===== config.mk =====
export PLATFORM = sky130hd
export DESIGN_NAME = peak_meter_driver
export DESIGN_NICKNAME = d
export VERILOG_FILES = /design/src/rtl/meter_pkg.sv /design/src/rtl/meter_pwm.sv /design/src/rtl/peak_meter_driver.sv
export SDC_FILE = /design/constraint.sdc
export NUM_CORES = 1
export LEC_CHECK = 0
export CAP_MARGIN = 20
export CORE_UTILIZATION = 66
export CTS_BUF_LIST = sky130_fd_sc_hd__clkbuf_4 sky130_fd_sc_hd__clkbuf_8
export DETAILED_ROUTE_END_ITERATION = 10
export DONT_BUFFER_PORTS = 1
export PLACE_DENSITY_LB_ADDON = 0.2
export SLEW_MARGIN = 20
export SYNTH_ARGS = -nofsm -noshare
export SYNTH_HDL_FRONTEND = slang
export SYNTH_SLANG_ARGS = --single-unit

===== constraint.sdc =====
create_clock -name clk -period 19.7 [get_ports clk]
set_input_delay 5.91 -clock clk [delete_from_list [all_inputs] [get_ports clk]]
set_output_delay 5.91 -clock clk [all_outputs]
set_load 0.02 [all_outputs]

===== src/rtl/meter_pkg.sv =====
// Shared types and arithmetic for the peak meter: magnitude width, hold FSM
// states and the release step used by both the level and the hold marker.
package meter_pkg;

  localparam int MAG_W = 23;

  typedef enum logic {HOLD, FALL} hold_state_t;

  // One release step: subtract value>>shift (at least 1 LSB), never going below floor_v.
  function automatic logic [MAG_W-1:0] decay(input logic [MAG_W-1:0] value,
                                             input logic [MAG_W-1:0] floor_v,
                                             input int unsigned       shift);
    logic [MAG_W-1:0] dec;
    logic [MAG_W-1:0] rem;
    dec = value >> shift;
    if (dec == '0) dec = MAG_W'(1);
    rem = (dec > value) ? '0 : value - dec;
    return (rem > floor_v) ? rem : floor_v;
  endfunction

endpackage


===== src/rtl/meter_pwm.sv =====
// Free-running PWM for the bargraph tube current. The duty value is only
// reloaded on the last count of a period, so a period never mixes two duties.
module meter_pwm #(
  parameter int PWM_BITS = 10
) (
  input  logic                clk,
  input  logic                rst,
  input  logic [PWM_BITS-1:0] duty_in,
  output logic                pwm_out
);

  logic [PWM_BITS-1:0] cnt_q, cnt_d;
  logic [PWM_BITS-1:0] duty_q, duty_d;
  logic                pwm_q, pwm_d;

  always_comb begin
    cnt_d  = cnt_q + PWM_BITS'(1);
    duty_d = duty_q;
    if (&cnt_q) duty_d = duty_in;
    pwm_d  = (cnt_q < duty_q);
  end

  always_ff @(posedge clk) begin
    if (rst) begin
      cnt_q  <= '0;
      duty_q <= '0;
      pwm_q  <= 1'b0;
    end else begin
      cnt_q  <= cnt_d;
      duty_q <= duty_d;
      pwm_q  <= pwm_d;
    end
  end

  assign pwm_out = pwm_q;

endmodule


===== src/rtl/peak_meter_driver.sv =====
// Meter ballistics on incoming window peaks: instant attack, exponential release,
// and a peak-hold marker that freezes for a number of updates before falling.
module peak_meter_driver
  import meter_pkg::*;
#(
  parameter int DECAY_SHIFT  = 4,
  parameter int HOLD_UPDATES = 48,
  parameter int PWM_BITS     = 10
) (
  input  logic             clk,
  input  logic             rst,
  input  logic             vin,
  input  logic [MAG_W-1:0] din,
  output logic             vout,
  output logic [MAG_W-1:0] level,
  output logic [MAG_W-1:0] hold,
  output logic             hold_active,
  output logic             pwm_out
);

  localparam int CNT_W = $clog2(HOLD_UPDATES + 1);
  localparam logic [CNT_W-1:0] CNT_LAST = CNT_W'(HOLD_UPDATES - 1);

  // vin/din is a plain strobe with no backpressure: a new peak may arrive every
  // cycle, and each one produces exactly one vout strobe on the following cycle.
  logic             vout_q, vout_d;
  logic [MAG_W-1:0] level_q, level_d;
  logic [MAG_W-1:0] hold_q, hold_d;
  logic [CNT_W-1:0] hold_cnt_q, hold_cnt_d;
  hold_state_t      state_q, state_d;

  always_comb begin
    vout_d     = vin;
    level_d    = level_q;
    hold_d     = hold_q;
    hold_cnt_d = hold_cnt_q;
    state_d    = state_q;
    if (vin) begin
      if (din >= level_q) level_d = din;
      else                level_d = decay(level_q, din, DECAY_SHIFT);

      if (din >= hold_q) begin
        hold_d     = din;
        hold_cnt_d = '0;
        state_d    = HOLD;
      end else if (state_q == HOLD) begin
        if (hold_cnt_q == CNT_LAST) state_d = FALL;
        else                        hold_cnt_d = hold_cnt_q + CNT_W'(1);
      end else begin
        // Falling marker is floored at the new level so hold never drops below it.
        hold_d = decay(hold_q, level_d, DECAY_SHIFT);
      end
    end
  end

  always_ff @(posedge clk) begin
    if (rst) begin
      vout_q     <= 1'b0;
      level_q    <= '0;
      hold_q     <= '0;
      hold_cnt_q <= '0;
      state_q    <= FALL;
    end else begin
      vout_q     <= vout_d;
      level_q    <= level_d;
      hold_q     <= hold_d;
      hold_cnt_q <= hold_cnt_d;
      state_q    <= state_d;
    end
  end

  assign vout        = vout_q;
  assign level       = level_q;
  assign hold        = hold_q;
  assign hold_active = (state_q == HOLD);

  meter_pwm #(
    .PWM_BITS(PWM_BITS)
  ) u_pwm (
    .clk     (clk),
    .rst     (rst),
    .duty_in (level_q[MAG_W-1 -: PWM_BITS]),
    .pwm_out (pwm_out)
  );

endmodule

[After elaboration in Yosys (flattened, before gate mapping)]
Index checks and enable logic that the tools add are counted.
Storage, ports and cells
  register bits: 75
  bits in latches: 0
  RAM bits: 0
  ROM bits: 0
  bits of input ports: 26
  output and inout bits: 49
  word-level logic and storage cells: 50
  memories: 0
Operators by class
  add/sub/neg operators: 4
  multiply operators: 0
  div/mod/pow operators: 0
  magnitude comparators: 7
  equal/unequal tests: 3
  shift operators: 0
  multiplexer cells: 21
  bitwise logic cells: 1
  reduce and logical (&&, ||, !) cells: 6
Operators with widths (count)
  23-bit two-way mux: 13
  23-bit > comparator: 4
  23-bit >= comparator: 2
  23-bit logical NOT: 2
  23-bit subtractor: 2
  19-bit two-way mux: 2
  6-bit two-way mux: 3
  10-bit by 1-bit adder with 10-bit output (second input constant): 1
  10-bit less-than comparator: 1
  10-bit AND reduction: 1
  6-bit by 1-bit adder with 6-bit output (second input constant): 1
  6-bit equality test (second input constant): 1
  1-bit two-way mux: 3
  3-bit AND reduction: 1
  2-bit by 1-bit inequality test with 1-bit output (second input constant): 1
  2-bit inequality test (second input constant): 1
  2-bit AND reduction: 1
  2-bit nonzero test: 1
  1-bit NOT: 1

[Longest topological paths before layout]
Gate-level depths: netlist of run 1.
  depth after elaboration: 14
  depth in mapped cells: 34
  gate-level depth less buffers: 31

[Modules after synthesis]
Synthesis of run 1 repeated with hierarchy kept, for this count alone.
Unflattened totals
  cell total of the unflattened synthesis: 1096
  area total of the unflattened synthesis: 8419.3 um^2
Modules (own cells, without submodules)
  peak_meter_driver: times used 1, cells an instance 989, area each 7400.8 um^2, sequential area each 1081.0 um^2
  meter_pwm: times used 1, cells an instance 107, area each 1018.5 um^2, sequential area each 420.4 um^2

[Worst setup path after synthesis of run 1]
No wires, ideal clock.
  kind: input port to flip-flop
  from: input port din[1]
  to: register hold_q[12] (netlist: hold[12])
  library setup time: 0.071 ns
  arrival: 9.695 ns
  data required time: 19.629 ns
  setup slack: 9.935 ns
  stages: 20
  buffers on the path: 2
  cell sequence: inv_1 -> ha_1 -> nor2b_1 -> o211ai_1 -> a211oi_1 -> o31a_1 -> o211ai_2 -> buf_4 -> nand3b_1 -> a21boi_1 -> ha_1 -> a211oi_1 -> nor2_1 -> or3_1 -> a211o_1 -> a31oi_4 -> buf_4 -> a21oi_1 -> a2111oi_0 -> o21bai_1
On the way
  longest elaborated chain between the ends: 8
  elaborated cells between the ends (all ways): 12
  classes of those cells: 4 x order compare; 6 x mux; 2 x reduce/logical
Ends and longest elaborated chain
  from (decl): line peak_meter_driver.sv:13  | input logic [MAG_W-1:0] din,
  23-bit > comparator: line meter_pkg.sv:18  | return (rem > floor_v) ? rem : floor_v;
  23-bit two-way mux: line meter_pkg.sv:18
  23-bit two-way mux: line peak_meter_driver.sv:39  | if (din >= level_q) level_d = din;
  23-bit two-way mux: line peak_meter_driver.sv:38  | if (vin) begin
  23-bit > comparator: line meter_pkg.sv:18
  23-bit two-way mux: line meter_pkg.sv:18
  23-bit two-way mux: line peak_meter_driver.sv:46  | end else if (state_q == HOLD) begin
  23-bit two-way mux: line peak_meter_driver.sv:42  | if (din >= hold_q) begin
  to (signal assigned): line peak_meter_driver.sv:66  | hold_q <= hold_d;
  to (decl): line peak_meter_driver.sv:28  | logic [MAG_W-1:0] hold_q, hold_d;
Parallel ways exist; a longest one is shown, timed or not. The select of a mux whose other input is x is not followed.
A chain may end at the register's enable or synchronous reset.

[Worst setup path in the final report of run 1]
Same ends and word-level chain as after synthesis.

==> key figures, run 1 <==
Outcome
  • Outcome: complete, no violations

Clock tree
  • Clk buf depth: 2
  • CTS Sinks: 75
  • Cts bufs inserted: 9
  • CTS HTree Levels: 3
  • CTS tree: built
  • Post-CTS resize count: 0
  • # hold bufs at CTS: 0
  • Worst-skew pair later-pin latency: 0.38 ns
  • Setup bufs post-CTS: 0
  • CTS Root Cell: clkbuf_8
  • Clk slew on worst S/H paths: 0.09 ns

Flow run
  • Max Cap Viol: 0

Worst setup path
  • Worst-path maximum fanout: 25
  • Worst Path Required: 20.01 ns
  • CP Class: in2reg
  • Worst setup EP type: register
  • CP Launch Type: input port
  • Critical Path AT: 10.68 ns

Finish
  • Fin nets: 1,303
  • Final Cell Area: 9080 um2
  • Layout cells sized above 1: 4.75%
  • Diode count: 0
  • Area Growth Syn to Fin: 2.86%
  • Fill count: 1,080

STA
  • Setup_tns: 0 ns
  • Max Clk Rate: 96.5 MHz
  • RSZ-0062 raised after global routing: no
  • Worst rel slew slack: 45.7%
  • Final period util: 52.6%
  • Endpoints failing setup: 0
  • Period minus WS final: 10.37 ns
  • Worst-Margin Slew: 0.810 ns
  • Fin. max-slew vios: 0
  • Endpoints failing hold: 0
  • Skew final: 0.0187 ns

Floorplan
  • DIE WIDTH: 118 um
  • Initial Utilization: 68.9%
  • Die Y-Extent: 118 um
  • Die area: 13,800 um2
  • Core footprint: 12,800 um2
  • Placement row count: 41
  • # IOs: 75

Power and ir drop
  • Peak VDD IR: 0.242 mV
  • Clock power frac: 8.2%
  • Reg power frac: 15.4%
  • Switching part of the total: 55.2%
  • Lkg Pwr: 3.95 nW
  • P_sw: 0.000969 W
  • Combinational share of power: 76.4%
  • Power Dens Cells: 193 nW/um2
  • Internal: 0.000785 W

Placement
  • Buffers on Ports: 0
  • Gpl congestion: 0.955
  • Placed Area: 8830 um2
  • Post-DP HPWL: 19,700 um

Yosys
  • YS warnings: 0
  • Sequential area share after synthesis: 17.0%
  • Post-synth ARST share: 0%
  • Seq cells post-synth: 75
  • Unique masters post-synth: 85
  • Cell count after synthesis: 1,172
  • Avg Cell Area, Syn: 7.54 um2
  • Syn_nets: 1,342
  • Ys flop type: dfxtp_1
  • Cell area after synthesis: 8830 um2
  • Number of synthesized flops with an enable pin: 0

GRT
  • Initial antenna violation count: 0
  • Vias in the first global route: 8,213
  • Largest net degree at the start of global routing: 78
  • GRT overflow: 0
  • Tot GR Track Use: 36.3%
  • First-pass GRT wire length: 41,000 um

Routing
  • Vias per std cell: 6.68
  • Wire per inst: 19.6 um
  • Number of remaining DRC errors: 0
  • Drt pass-1 iters: 6
  • Final ANT Viol Nets: 0
  • WL final: 25,600 um
  • Vias: 8,751
  • Initial DRC Count: 896

Worst hold path
  • Tightest Hold Check Type: reg2reg
[cell type report]
cell class,count,area [um2],share of cell area (%)
Inverter,127,477,5.25
Timing Repair Buffer,3,42.5,0.468
Sequential cell,75,1500,16.5
Tap cell,172,215,2.37
Clock inverter,7,106,1.17
Multi-Input combinational cell,917,6620,72.9
Clock buffer,9,124,1.36
[layout by cell type, fill, tap and decap left out, drive strengths merged, types with 5 or more instances in the layout]
master	n
a2111oi	5
a211o	10
a211oi	31
a21boi	7
a21o	29
a21oi	111
a221oi	9
a22oi	6
a311oi	5
a31o	5
a31oi	13
and2	24
and3	13
clkbuf	9
dfxtp	75
ha	142
inv	131
mux2i	12
nand2	60
nand2b	13
nand3	49
nand4	28
nor2	114
nor2b	7
nor3	30
nor4	10
o211a	6
o211ai	16
o21a	10
o21ai	46
o21bai	6
o31a	7
o41ai	5
or3	8
xnor2	21
xor2	17
[power by group through the flow]
stage | combinational (W) | sequential [W] | clock [W]
6_report | 0.00134 | 0.000271 | 0.000144
5_1_grt | 0.00147 | 0.000274 | 0.000150
4_1_cts | 0.00131 | 0.000268 | 0.000144
3_5_place_dp | 0.00130 | 0.000272 | 0
3_3_place_gp | 0.00128 | 0.000272 | 0
2_1_floorplan | 0.00105 | 0.000245 | 0
[through the flow]
stage | worst slack [ns] | hold slack, ns | power [W] | cells | util (%)
finish | 9.33 | 0.478 | 0.00175 | 1310 | 70.8
global route | 8.97 | 0.520 | 0.00190 | 1310 | 70.8
CTS | 9.24 | 0.473 | 0.00172 | 1309 | 70.6
detailed placement | 8.87 | 0.450 | 0.00157 | 1293 | 68.8
global placement | 8.92 | 0.441 | 0.00155 | 1293 | 68.8
floorplan | 9.93 | 0.421 | 0.00129 | 1172 | -
[path summary, 6_finish.rpt]
path,to,slack (ns),startpoint,cells past startpoint
min reg2reg,u_pwm.cnt_q[0],0.48,u_pwm.cnt_q[0],1
min,u_pwm.cnt_q[0],0.48,u_pwm.cnt_q[0],1
max reg2reg,hold[12],11.22,level[20],30
max,hold[12],9.33,din[1],19
[worst max-delay path: stages]
cell and delay (ns):
inv_1 0.03, ha_1 0.30, nor2b_1 0.13, o211ai_1 0.16
a211oi_1 0.12, o31a_1 0.32, o211ai_4 0.58, buf_16 0.23
nand3b_1 0.14, a21boi_1 0.25, ha_1 0.29, a211oi_1 0.25
nor2_1 0.07, or3_1 0.34, a211o_1 0.28, a31oi_4 0.63
a21oi_1 0.09, a2111oi_0 0.38, o21bai_1 0.16
[kinds of logic after synthesis]
| kind of cell | after synthesis | synth area share, % |
|---|---|---|
| simple gates | 365 | 20.3 |
| mux | 16 | 1.91 |
| xor+xnor | 38 | 3.77 |
| buf+inv | 180 | 8.16 |
| flops | 75 | 17.0 |
| compound gates | 354 | 28.3 |
| fa+ha+maj | 144 | 20.6 |
[Yosys cell counts, drive strengths merged (9+ instances only)]
master / n / area [um2]
a211o: 10 / 87.6
a211oi: 31 / 243
a21o: 29 / 218
a21oi: 111 / 574
a221oi: 9 / 85.1
a31oi: 13 / 111
and2: 24 / 153
and3: 13 / 81.3
buf: 26 / 143
clkbuf: 27 / 101
dfxtp: 75 / 1500
ha: 142 / 1780
inv: 127 / 477
mux2i: 12 / 120
nand2: 60 / 225
nand2b: 13 / 81.3
nand3: 49 / 245
nand4: 28 / 175
nor2: 114 / 435
nor3: 30 / 160
nor4: 10 / 68.8
o211ai: 16 / 125
o21a: 10 / 75.1
o21ai: 46 / 234
xnor2: 21 / 184
xor2: 17 / 149
[state kept, by name, summed over array words and instances (netlist names)]
register	count
level	23
u_pwm.cnt_q	10
u_pwm.pwm_out	1
state_q	1
u_pwm.duty_q	10
vout	1
hold_cnt_q	6
hold	23
[routing by layer]
metal  vias up  part of all wire (%)  global-route usage (%)
met2       424                    44                    56.5
met3        69                   8.8                    7.70
met4         0                   3.4                    15.1
met5         -                     0                       0
met1      4050                    44                    48.4
li1       4208                     -                       -
Power figures use the tool's default switching activity.
==> run 2: changes to the inputs <==
- clock period: 19.7 -> 10.6 ns (I/O delays scaled with it)
==> key figures, run 2 (synthesis results as in run 1) <==
Outcome
  • Outcome: complete, no violations (unchanged)

Worst setup path
  • Max incr delay on CP: 0.78 ns (was 0.63 ns)
  • Critical Path AT: 8.67 ns (was 10.68 ns)
  • CP max stage cell: nor4_1 (was a31oi_4)
  • CP Class: reg2reg (was in2reg)
  • CP Launch Type: register (was input port)
  • Worst-path maximum fanout: 24 (was 25)
  • Worst Path Required: 10.90 ns (was 20.01 ns)
  • Worst setup EP type: register (unchanged)

STA
  • Skew final: 0.0164 ns (was 0.0187 ns)
  • RSZ-0062 raised after global routing: no (unchanged)
  • Setup_tns: 0 ns (unchanged)
  • Endpoints failing setup: 0 (unchanged)
  • Worst-Margin Slew: 0.824 ns (was 0.810 ns)
  • Final setup margin: 2.23 ns (was 9.33 ns)
  • Worst rel slew slack: 44.6% (was 45.7%)
  • Final period util: 79.0%
  • Endpoints failing hold: 0 (unchanged)
  • Max Clk Rate: 119 MHz
  • Period minus WS final: 8.37 ns
  • Fin. max-slew vios: 0 (unchanged)

Finish
  • Most frequent cells in the layout: 142 x ha_1, 125 x inv_1, 113 x nor2_1 (unchanged)
  • Diode count: 0 (unchanged)
  • Fin cells: 1,310 (unchanged)
  • Commonest non-fill, non-tap cell in the layout: ha_1 (unchanged)
  • Register area: 1500 um2 (unchanged)
  • Layout cells sized above 1: 4.75% (unchanged)
  • Fill count: 1,076 (was 1,080)
  • Multi-input gate area: 6620 um2 (unchanged)
  • Fin nets: 1,303 (unchanged)
  • Area Growth Syn to Fin: 2.83% (was 2.86%)

Routing
  • Number of remaining DRC errors: 0 (unchanged)
  • Final ANT Viol Nets: 0 (unchanged)
  • Vias: 8,749 (was 8,751)
  • WL final: 25,900 um (was 25,600 um)
  • Initial DRC Count: 844 (was 896)
  • Vias per std cell: 6.68 (about the same)
  • Drt pass-1 iters: 6 (unchanged)
  • Wire per inst: 19.7 um (was 19.6 um)

Clock tree
  • # hold bufs at CTS: 0 (unchanged)
  • Cts bufs inserted: 9 (unchanged)
  • CTS Sinks: 75 (unchanged)
  • Setup bufs post-CTS: 0 (unchanged)
  • CTS HTree Levels: 3 (unchanged)
  • Clk buf depth: 2 (unchanged)
  • Post-CTS resize count: 0 (unchanged)
  • Clk slew on worst S/H paths: 0.10 ns (was 0.09 ns)
  • Worst-skew pair later-pin latency: 0.38 ns (about the same)
  • CTS Root Cell: clkbuf_8 (unchanged)
  • CTS tree: built (unchanged)

Worst hold path
  • Tightest Hold Check Type: reg2reg (unchanged)

GRT
  • Initial antenna violation count: 0 (unchanged)
  • GRT overflow: 0 (unchanged)
  • First-pass GRT wire length: 41,000 um (about the same)
  • Vias in the first global route: 7,989 (was 8,213)
  • Largest net degree at the start of global routing: 78 (unchanged)
  • Tot GR Track Use: 36.8% (was 36.3%)

Power and ir drop
  • Peak VDD IR: 0.361 mV (was 0.242 mV)
  • Power Dens Cells: 358 nW/um2 (was 193 nW/um2)
  • Lkg Pwr: 3.94 nW (was 3.95 nW)
  • Tot Pwr: 0.00325 W (was 0.00175 W)

Placement
  • Worst setup slack after placement: 2.29 ns (was 8.87 ns)
  • Buffers on Ports: 0 (unchanged)
  • Gpl congestion: 0.969 (was 0.955)
  • Cell Count Post-Placement: 1,293 (unchanged)
  • Post-DP HPWL: 19,900 um (was 19,700 um)

Floorplan
  • Die area: 13,800 um2 (unchanged)
  • # IOs: 75 (unchanged)
  • Core footprint: 12,800 um2 (unchanged)
  • Die Y-Extent: 118 um (unchanged)
  • DIE WIDTH: 118 um (unchanged)
  • Placement row count: 41 (unchanged)
  • Initial Utilization: 68.9% (unchanged)

Flow run
  • Max Cap Viol: 0 (unchanged)
==> run 2: cell counts in the layout (fill, tap and decap cells not counted) <==
Identical to the previous run, type by type.
==> run 2: final timing paths <==
check        cells past startpoint      startpoint              to  slack (ns)
max                             29       level[20]        hold[12]        2.23
min                              1  u_pwm.cnt_q[0]  u_pwm.cnt_q[0]        0.47
max reg2reg                     29       level[20]        hold[12]        2.23
min reg2reg                      1  u_pwm.cnt_q[0]  u_pwm.cnt_q[0]        0.47
==> run 2: metrics by stage <==
stage               instance area [um2]  hold WS (ns)  utilization [%]
floorplan                          8830         0.421                -
global placement                   8830         0.440             68.8
detailed placement                 8830         0.459             68.8
CTS                                9050         0.475             70.6
global route                       9080         0.499             70.8
finish                             9080         0.468             70.8
==> run 2: layout make-up <==
type | count | area share, %
Multi-Input combinational cell | 917 | 72.9
Sequential cell | 75 | 16.5
Inverter | 127 | 5.25
Tap cell | 172 | 2.37
Clock buffer | 9 | 1.36
Clock inverter | 7 | 1.14
Timing Repair Buffer | 3 | 0.468
==> run 2: worst max-delay path, delay by kind of cell, from the launching register on <==
| family | cells | cell delay [ns] |
|---|---|---|
| adders and majority gates | 4 | 1.23 |
| xor gates and xnor gates | 1 | 0.14 |
| DFF | 1 | 0.44 |
| AOI/OAI and AO/OA | 14 | 3.71 |
| and+or+nand+nor | 8 | 2.44 |
| buffers and inverters | 2 | 0.31 |
==> run 2: report_power, final <==
| group | total (W) | switching [W] | internal, W |
|---|---|---|---|
| Clock | 0.000264 | 0.000127 | 0.000136 |
| Sequential | 0.000501 | 0.000168 | 0.000334 |
| Combinational | 0.00248 | 0.00150 | 0.000988 |
==> run 2: metal layers <==
layer / wire length (um) / part of all wire, % / global-route usage, %
met2: 11100 / 43 / 56.7
met1: 11300 / 44 / 50.1
met3: 2520 / 9.7 / 6.78
met4: 972 / 3.8 / 15.3
met5: 0 / 0 / 0
